### src/rtl/sram_bus_arbiter.sv
// sram_bus_arbiter
// Shares one SRAM-like memory port between an instruction-fetch master and a
// data (load/store) master. Data has fixed priority; a request that has been
// presented but not yet accepted is locked so it cannot be preempted. A small
// owner FIFO records which master issued each accepted request so the
// in-order responses are routed back to the correct master.
//
// Ports
//   clk, reset                      clock, synchronous active-high reset
//   inst_* / data_*  (in)           master request channels (req, wr, size,
//                                   wstrb, addr, wdata)
//   inst_addr_ok / data_addr_ok     address handshake done for that master
//   inst_data_ok / data_data_ok     response for that master's oldest request
//   inst_rdata / data_rdata         pass-through of mem_rdata
//   mem_req .. mem_wdata  (out)     slave request channel
//   mem_addr_ok, mem_data_ok,
//   mem_rdata        (in)           slave handshake / response
module sram_bus_arbiter #(
    parameter int DEPTH = 2
) (
    input  logic        clk,
    input  logic        reset,
    input  logic        inst_req,
    input  logic        inst_wr,
    input  logic [1:0]  inst_size,
    input  logic [3:0]  inst_wstrb,
    input  logic [31:0] inst_addr,
    input  logic [31:0] inst_wdata,
    output logic        inst_addr_ok,
    output logic        inst_data_ok,
    output logic [31:0] inst_rdata,
    input  logic        data_req,
    input  logic        data_wr,
    input  logic [1:0]  data_size,
    input  logic [3:0]  data_wstrb,
    input  logic [31:0] data_addr,
    input  logic [31:0] data_wdata,
    output logic        data_addr_ok,
    output logic        data_data_ok,
    output logic [31:0] data_rdata,
    output logic        mem_req,
    output logic        mem_wr,
    output logic [1:0]  mem_size,
    output logic [3:0]  mem_wstrb,
    output logic [31:0] mem_addr,
    output logic [31:0] mem_wdata,
    input  logic        mem_addr_ok,
    input  logic        mem_data_ok,
    input  logic [31:0] mem_rdata
);

    localparam int PTR_W = (DEPTH > 1) ? $clog2(DEPTH) : 1;
    localparam int CNT_W = PTR_W + 1;
    localparam logic [CNT_W-1:0] FULL_CNT = CNT_W'(DEPTH);

    typedef enum logic {
        IDLE = 1'b0,
        LOCK = 1'b1
    } state_e;

    state_e             state_q, state_d;
    logic               owner_q, owner_d;   // 0 = inst, 1 = data
    logic [DEPTH-1:0]   fifo_q, fifo_d;     // owner id per outstanding request
    logic [PTR_W-1:0]   wptr_q, wptr_d;
    logic [PTR_W-1:0]   rptr_q, rptr_d;
    logic [CNT_W-1:0]   cnt_q, cnt_d;

    logic full;
    logic sel;      // candidate owner when idle
    logic gid;      // id actually presented on mem_*
    logic push;
    logic pop;
    logic head;

    // Fullness depends only on the registered count, so mem_data_ok never
    // reaches mem_req combinationally.
    assign full = (cnt_q == FULL_CNT);
    assign head = fifo_q[rptr_q];

    assign inst_rdata = mem_rdata;
    assign data_rdata = mem_rdata;

    // NOTE: every signal assigned in this block gets a default first, so no
    // path leaves a value unassigned and no latch is inferred.
    always_comb begin
        state_d    = state_q;
        owner_d    = owner_q;
        fifo_d     = fifo_q;
        wptr_d     = wptr_q;
        rptr_d     = rptr_q;
        mem_req    = 1'b0;
        mem_wr     = 1'b0;
        mem_size   = 2'd0;
        mem_wstrb  = 4'd0;
        mem_addr   = 32'd0;
        mem_wdata  = 32'd0;

        sel = data_req;     // data wins whenever it is requesting
        gid = sel;

        if (state_q == LOCK) begin
            // Presented request is held until accepted; no preemption.
            gid     = owner_q;
            mem_req = 1'b1;
        end else begin
            mem_req = !full && (inst_req || data_req);
        end
        if (reset) begin
            mem_req = 1'b0;
        end

        if (mem_req) begin
            if (gid) begin
                mem_wr    = data_wr;
                mem_size  = data_size;
                mem_wstrb = data_wstrb;
                mem_addr  = data_addr;
                mem_wdata = data_wdata;
            end else begin
                mem_wr    = inst_wr;
                mem_size  = inst_size;
                mem_wstrb = inst_wstrb;
                mem_addr  = inst_addr;
                mem_wdata = inst_wdata;
            end
        end

        push = mem_req && mem_addr_ok;
        // A response with nothing outstanding is a protocol error: dropped.
        pop  = mem_data_ok && (cnt_q != '0) && !reset;

        inst_addr_ok = push && !gid;
        data_addr_ok = push &&  gid;
        inst_data_ok = pop  && !head;
        data_data_ok = pop  &&  head;

        if (push) begin
            fifo_d[wptr_q] = gid;
            wptr_d         = wptr_q + 1'b1;
        end
        if (pop) begin
            rptr_d = rptr_q + 1'b1;
        end
        cnt_d = cnt_q + CNT_W'(push) - CNT_W'(pop);

        case (state_q)
            IDLE: begin
                if (mem_req && !mem_addr_ok) begin
                    owner_d = sel;
                    state_d = LOCK;
                end
            end
            LOCK: begin
                if (mem_addr_ok) begin
                    state_d = IDLE;
                end
            end
            default: state_d = IDLE;
        endcase
    end

    // NOTE: state registers use non-blocking assignments so every flop samples
    // the pre-edge values regardless of statement order.
    always_ff @(posedge clk) begin
        if (reset) begin
            state_q <= IDLE;
            owner_q <= 1'b0;
            wptr_q  <= '0;
            rptr_q  <= '0;
            cnt_q   <= '0;
        end else begin
            state_q <= state_d;
            owner_q <= owner_d;
            wptr_q  <= wptr_d;
            rptr_q  <= rptr_d;
            cnt_q   <= cnt_d;
        end
    end

    // NOTE: the owner storage is not reset; an entry is only ever read after
    // it has been written, because count gates every pop.
    always_ff @(posedge clk) begin
        fifo_q <= fifo_d;
    end

endmodule

### config.mk
export PLATFORM = sky130hd
export DESIGN_NAME = sram_bus_arbiter
export DESIGN_NICKNAME = d
export VERILOG_FILES = /design/src/rtl/sram_bus_arbiter.sv
export SDC_FILE = /design/constraint.sdc
export NUM_CORES = 1
export LEC_CHECK = 0
export ABC_AREA = 1
export BUFFER_PORTS_ARGS = -buffer_cell sky130_fd_sc_hd__buf_2
export CAP_MARGIN = 25
export CORE_AREA = 2 2 125 127
export DETAILED_ROUTE_END_ITERATION = 16
export DIE_AREA = 0 0 127 129
export PLACE_DENSITY = 0.46
export RECOVER_POWER = 100
export SETUP_SLACK_MARGIN = 0.1
export SLEW_MARGIN = 10
export SYNTH_ARGS = -nofsm -noshare
export SYNTH_HDL_FRONTEND = slang
export SYNTH_SLANG_ARGS = --single-unit
### constraint.sdc
create_clock -name clk -period 1.7 [get_ports clk]
set_clock_uncertainty 0.2 [all_clocks]
set_input_delay 0.17 -clock clk [delete_from_list [all_inputs] [get_ports clk]]
set_output_delay 0.17 -clock clk [all_outputs]
set_load 0.02 [all_outputs]
==> results of run 1 <==
cell type report:
class                           instances  area (sq um)  area share
Inverter                               87         361.6     0.07291
Clock buffer                            4         78.83     0.01589
Timing Repair inverter                  1         20.02    0.004036
Tap cell                              188         235.2     0.04743
Timing Repair Buffer                  270          2392      0.4823
Multi-Input combinational cell        324          1679      0.3385
Sequential cell                         8         192.7     0.03885
worst max-delay path: cells and delay by family (launching register included):
| kind | cells | cell delay (ps) |
|---|---|---|
| flip-flops | 1 | 360 |
| buffers and inverters | 5 | 540 |
| AND/OR/NAND/NOR | 5 | 350 |
state kept, by name (all words and copies together) (netlist names):
signal   count
cnt_q        2
fifo_q       2
owner_q      1
rptr_q       1
state_q      1
wptr_q       1
power by group:
group / switching, mW / internal (mW) / total, mW
clock: 0.0998 / 0.313 / 0.413
combinational: 0.925 / 0.924 / 1.85
sequential: 0.0226 / 0.218 / 0.241
total: 1.05 / 1.46 / 2.50
layout by cell type, fill, tap and decap left out, types with 3 or more instances in the layout:
cell type / synthesis / final
nor2_1: 16 / 11
inv_2: 3 / 21
dfxtp_4: 0 / 3
nand2_2: 1 / 61
clkbuf_16: 0 / 12
inv_16: 0 / 3
nand2_4: 0 / 18
buf_2: 0 / 147
buf_12: 0 / 11
buf_16: 0 / 6
buf_6: 15 / 80
buf_4: 71 / 14
inv_1: 84 / 63
nand2_1: 293 / 213
nor2_4: 0 / 3
kinds of logic (layout without fill, tap and decap cells):
kind of cell | count (synthesis) | after routing | share of synthesized area
and+or+nand+nor | 315 | 315 | 0.4843
adders and majority gates | 2 | 2 | 0.01014
DFF | 8 | 8 | 0.07303
buffers and inverters | 173 | 362 | 0.4168
xor gates and xnor gates | 1 | 1 | 0.003550
AOI/OAI and AO/OA | 6 | 6 | 0.01217
stage by stage:
stage	setup WS (ps)	area [sq um]	instances	power [mW]
after floorplan	-76.56	2515	505	1.164
after global routing	-246.8	4960	882	2.682
after global placement	-108.2	3447	856	1.410
after CTS	-188.0	4454	874	2.279
final	-168.5	4960	882	2.503
after detailed placement	-114.4	3447	856	1.404
final timing paths:
check                end  slack [ps]
max          mem_addr[8]        -170
min             cnt_q[0]          40
max reg2reg     cnt_q[1]        -100
min reg2reg       rptr_q         280
routing by layer:
metal	GRT usage	vias up	wire, um	share of wire
met3	0.02162	23	886	0.076
met2	0.2119	186	6005	0.51
li1	-	1754	-	-
met5	0	-	0	0
met1	0.1367	1455	4602	0.39
met4	0.03297	0	198	0.017
what timing repair did:
action / in CTS / in global routing
resized for setup: 216 / 112
pin swaps: 9 / 40
cloned: 7 / 10
endpoints found under the setup margin: 78 / 79
setup buffers: 6 / 0
hold endpoints to repair: 1 / 0
hold buffers: 1 / 0
==> qor.yml, run 1 <==
status: "finished with violations"
failed_checks: "setup timing"
grt_first_pass_wirelength_um: 15150
worst_hold_margin_ps: 36.43
num_antenna_cells: 0
worst_ep_arrival_time_ps: 1500
critPathLaunchType: "flop"
synth_top_cell_area_share: 0.4457
wl_um: 11690
core_sq_um: 14980
final_min_period_over_clock_period: 1.099
clk_pin_slew_ps: 40
layout.nets: 877
die_area_sq_um: 16380
worst_ir_drop_vdd_uv: 278.5
dp.final_hpwl_um: 7095
synth.top_cells.by_area: "nand2_1 45%, buf_4 22%, inv_1 13%, buf_6 6.8%, dfxtp_1 4.9%"
setup_tns_ps: -10170
critPathSlowestCell: "dfxtp_4"
critPathMaxStageDelay_ps: 360
post_drt_via_cell_ratio: 3.875
ys_dominant_reg_cell: "dfxtp_1"
hold_path.class: "primary input to flop"
initial_drt_pass_iterations: 4
fp-row-count: 45
drv.max_cap_violation_count: 0
drive_gt1_frac: 0.5692
grt_start_max_net_pins: 24
ys_seq_elements: 8
yosysSeqAreaShare: 0.07302
reg2regPathDepth: 11
antenna_found_initial: 0
chipHeight_um: 129
place.gp.congestion: 0.7261
first_iter_violations: 102
fin_crit_ps: 1868
post-synth-top-area-cell: "nand2_1"
final_max_slew_viol_count: 0
cellLeakagePower_nw: 3.174
mappedNetlistNets: 687
netlist_top_cells_count: "293 x nand2_1, 84 x inv_1, 71 x buf_4, 16 x nor2_1, 15 x buf_6"
pwr_density_cell_nw_per_um2: 504.6
remaining_overflow_grt: 0
clkLatencyLatePin_ps: 230
fin_util: 0.3312
worst_slew_pin_slew_ps: 156.8
clkSinkCount: 8
cts_root_buffer: "clkbuf_16"
syn-cell-area_sq_um: 2467
element_type_at_the_critical_path_end: "primary output"
io_buffers: 223
post_synth.cell_area_avg_sq_um: 4.886
slew_headroom: 0.8951
die_width_um: 127
number_of_hold_violations_in_the_final_report: 0
timing.hold.worst_path_depth: 3
worstPathCellList: "inv_4 > nand2_4 > nand2_8 > buf_12 > buf_8 > nand2_2 > nand2_2 > nand2_1 > inv_1 > buf_6"
worstSetupStartpoint: "state_q"
synthMostInstantiatedCell: "nand2_1"
wire_per_inst_um: 13.26
crit_top_cell: "nand2_2"
clock_path_buffers: 2
synth-warning-count: 0
remaining_drc_errors: 0
finalSetupViolations: 75
worst_slack_ps: -168.5
ant_nets: 0
unique_cell_type_count_in_the_yosys_netlist: 16
via_count: 3418
cts_inserted_buffers: 3
all_layer_global_routing_usage: 0.1152
fmax_mhz: 535.2
synthCells: 505
grt_setup_unrepaired: "true"
synth_async_sr_flop_share: 0
top_level_ports: 320
fillers: 1641
min-delay-start: "reset"
first_global_vias: 3183
synth-edff-count: 2
worst-path-max-fanout: 7
synthToLayoutAreaGrowth_pct: 101.0
timing.setup.critical_path_class: "flop to primary output"
worstReg2RegStart: "state_q"
floorplan.initialDensity: 0.1647
critical_path_required_ps: 1330
htreeDepth: 1
tritoncts_clock_tree: "yes"
No activity file was read; power rests on OpenSTA's default activity.
==> run 2: changes to the inputs <==
Settings changed: CELL_PAD_IN_SITES_DETAIL_PLACEMENT from default to 2, CELL_PAD_IN_SITES_GLOBAL_PLACEMENT from default to 2, CORE_AREA 2 2 125 127 to default, CORE_MARGIN from default to 2, CORE_UTILIZATION from default to 11, DIE_AREA 0 0 127 129 to default, PLACE_DENSITY 0.46 to 0.76.
==> run 2 against run 1 <==
Net effect:
- the flow still finishes with violations (setup timing)
- clock-buffer cell count unchanged
- cell count increased by 11%
- flip-flop and latch count unchanged
- largest power group unchanged
- critical path depth unchanged
- critical path type unchanged
- maximum frequency decreased by 5.4%
- first-iteration DRC count decreased by 11%
- worst hold slack improved by 1.8 ps
- largest cell class unchanged
- sequential power decreased by 2%
- clock power increased by 3%
==> qor.yml, run 2 (same netlist as run 1, synthesis figures left out) <==
status: "finished with violations"  # unchanged
failed_checks: "setup timing"  # unchanged
io_buffers: 223  # unchanged
element_type_at_the_critical_path_end: "primary output"  # unchanged
cellLeakagePower_nw: 3.114  # was 3.174 nW
timing.hold.worst_path_depth: 3  # unchanged
worst-path-max-fanout: 6  # was 7
cts_root_buffer: "clkbuf_16"  # unchanged
finalSetupViolations: 75  # unchanged
clkSinkCount: 8  # unchanged
critical_path_required_ps: 1330  # about the same
die_area_sq_um: 23650  # was 16380 sq um
slew_headroom: 0.8723  # was 0.8951
worstPathCellList: "nor2_4 > nand2_2 > nand3_2 > buf_6 > inv_8 > buf_12 > clkbuf_16 > nand2_1 > inv_1 > buf_6"  # was inv_4 > nand2_4 > nand2_8 > buf_12 > buf_8 > nand2_2 > nand2_2 > nand2_1 > inv_1 > buf_6
remaining_drc_errors: 0  # unchanged
fmax_mhz: 506.2  # was 535.2 MHz
placed_cell_area_sq_um: 3462  # was 3447 sq um
fp-row-count: 54  # was 45
clock_path_buffers: 2  # unchanged
hold_path.class: "primary input to flop"  # unchanged
critPathMaxStageDelay_ps: 360  # about the same
htreeDepth: 1  # unchanged
ant_nets: 0  # unchanged
final_min_period_over_clock_period: 1.162  # was 1.099
grt_start_max_net_pins: 24  # unchanged
remaining_overflow_grt: 0  # unchanged
fillers: 2699  # was 1641
worst_slack_ps: -275.3  # was -168.5 ps
worst_ep_arrival_time_ps: 1610  # was 1500 ps
initial_drt_pass_iterations: 4  # unchanged
all_layer_global_routing_usage: 0.1120  # was 0.1152
first_iter_violations: 91  # was 102
drv.max_cap_violation_count: 0  # unchanged
grt_setup_unrepaired: "true"  # unchanged
largest_registers: "cnt_q x2, fifo_q x2"  # unchanged
clkLatencyLatePin_ps: 240  # was 230 ps
die_width_um: 153.8  # was 127 um
antenna_found_initial: 1  # was 0
timing.setup.critical_path_class: "flop to primary output"  # unchanged
dp.final_hpwl_um: 9357  # was 7095 um
grt_first_pass_wirelength_um: 20780  # was 15150 um
tritoncts_clock_tree: "yes"  # unchanged
post-route-cell-area_sq_um: 4901  # was 4960 sq um
post_drt_via_cell_ratio: 3.706  # was 3.875
place.gp.congestion: 0.7274  # was 0.7261
clk_pin_slew_ps: 40  # about the same
top_level_ports: 320  # unchanged
final_max_slew_viol_count: 0  # unchanged
chipHeight_um: 153.8  # was 129 um
pwr_density_cell_nw_per_um2: 519.4  # was 504.6 nW/um^2
layout.nets: 878  # was 877
number_of_hold_violations_in_the_final_report: 0  # unchanged
crit_top_cell: "buf_6"  # was nand2_2
power_total_mw: 2.546  # was 2.503 mW
via_count: 3613  # was 3418
num_antenna_cells: 0  # unchanged
floorplan.initialDensity: 0.1127  # was 0.1647
cts_inserted_buffers: 3  # unchanged
drive_gt1_frac: 0.5165  # was 0.5692
first_global_vias: 3904  # was 3183
fin_crit_ps: 1975  # was 1868 ps
critPathSlowestCell: "dfxtp_4"  # unchanged
wl_um: 15380  # was 11690 um
wire_per_inst_um: 15.78  # was 13.26 um
worst_ir_drop_vdd_uv: 239.5  # was 278.5 uV
synthToLayoutAreaGrowth_pct: 98.63  # was 101.0%
mostFrequentLayoutCell: "nand2_1"  # unchanged
critPathLaunchType: "flop"  # unchanged
core_sq_um: 21890  # was 14980 sq um
reg2regPathDepth: 11  # unchanged
worst_slew_pin_slew_ps: 191.6  # was 156.8 ps
final_cell_mix: "258 x nand2_1, 148 x buf_2, 69 x buf_6"  # was 213 x nand2_1, 147 x buf_2, 80 x buf_6
run 2: cell types whose count changed in the layout (fill, tap and decap cells not counted), moves of 3 or more:
cell     previous run  this run
nand2_1           213       258
nand2_2            61        26
buf_6              80        69
buf_4              14        23
inv_1              63        54
inv_2              21        30
nand2_4            18        10
buf_16              6        12
inv_16              3         0
run 2: metrics by stage:
stage / TNS, ps / cells / hold WS, ps / setup WS [ps] / utilization
3_5_place_dp: -1449 / 938 / 140.2 / -181.1 / 0.1582
4_1_cts: -15790 / 964 / 31.00 / -249.3 / 0.2107
6_report: -15740 / 975 / 38.18 / -275.3 / 0.2239
3_3_place_gp: -625.4 / 938 / 140.2 / -127.8 / 0.1582
2_1_floorplan: -76.56 / 505 / 33.18 / -76.56 / -
5_1_grt: -21980 / 975 / 66.52 / -353.3 / 0.2239
run 2: power breakdown:
group / total [mW] / internal [mW] / switching (mW)
clock network: 0.424 / 0.314 / 0.110
logic: 1.88 / 0.934 / 0.951
registers: 0.237 / 0.217 / 0.0201
run 2: cell type report:
class	instances	area, sq um	area share
timing repair buffer	272	2456	0.5011
multi-input combinational	324	1481	0.3023
tap	280	350.3	0.07148
inverter	87	344.1	0.07021
sequential	8	190.2	0.03881
clock buffer	4	78.83	0.01608
run 2: path summary, 6_finish.rpt:
| check | startpoint | to | slack (ps) |
|---|---|---|---|
| setup / recovery | state_q | mem_wdata[10] | -280 |
| hold / removal | reset | cnt_q[0] | 40 |
| setup reg to reg | state_q | cnt_q[1] | -200 |
| hold reg to reg | rptr_q | rptr_q | 300 |
run 2: worst max-delay path: cells and delay by family (launching register included):
kind                   cells  cell delay, ps
buffers and inverters      6             640
DFF                        1             360
and+or+nand+nor            4             350
run 2: per-layer routing:
layer | GRT usage | routed length, um | vias to the layer above
met5 | 0 | 13 | -
met4 | 0.02446 | 188 | 2
met3 | 0.02057 | 844 | 27
met2 | 0.2322 | 8484 | 147
met1 | 0.1138 | 5851 | 1680
li1 | - | - | 1757
run 2: what timing repair did:
action | 4_1_cts | 5_1_grt
setup endpoints to repair | 78 | 78
pin swaps | 9 | 8
hold endpoints to repair | 1 | 0
resized for setup | 230 | 23
hold buffers | 1 | 0
cloned | 10 | 9
buffers inserted | 11 | 2
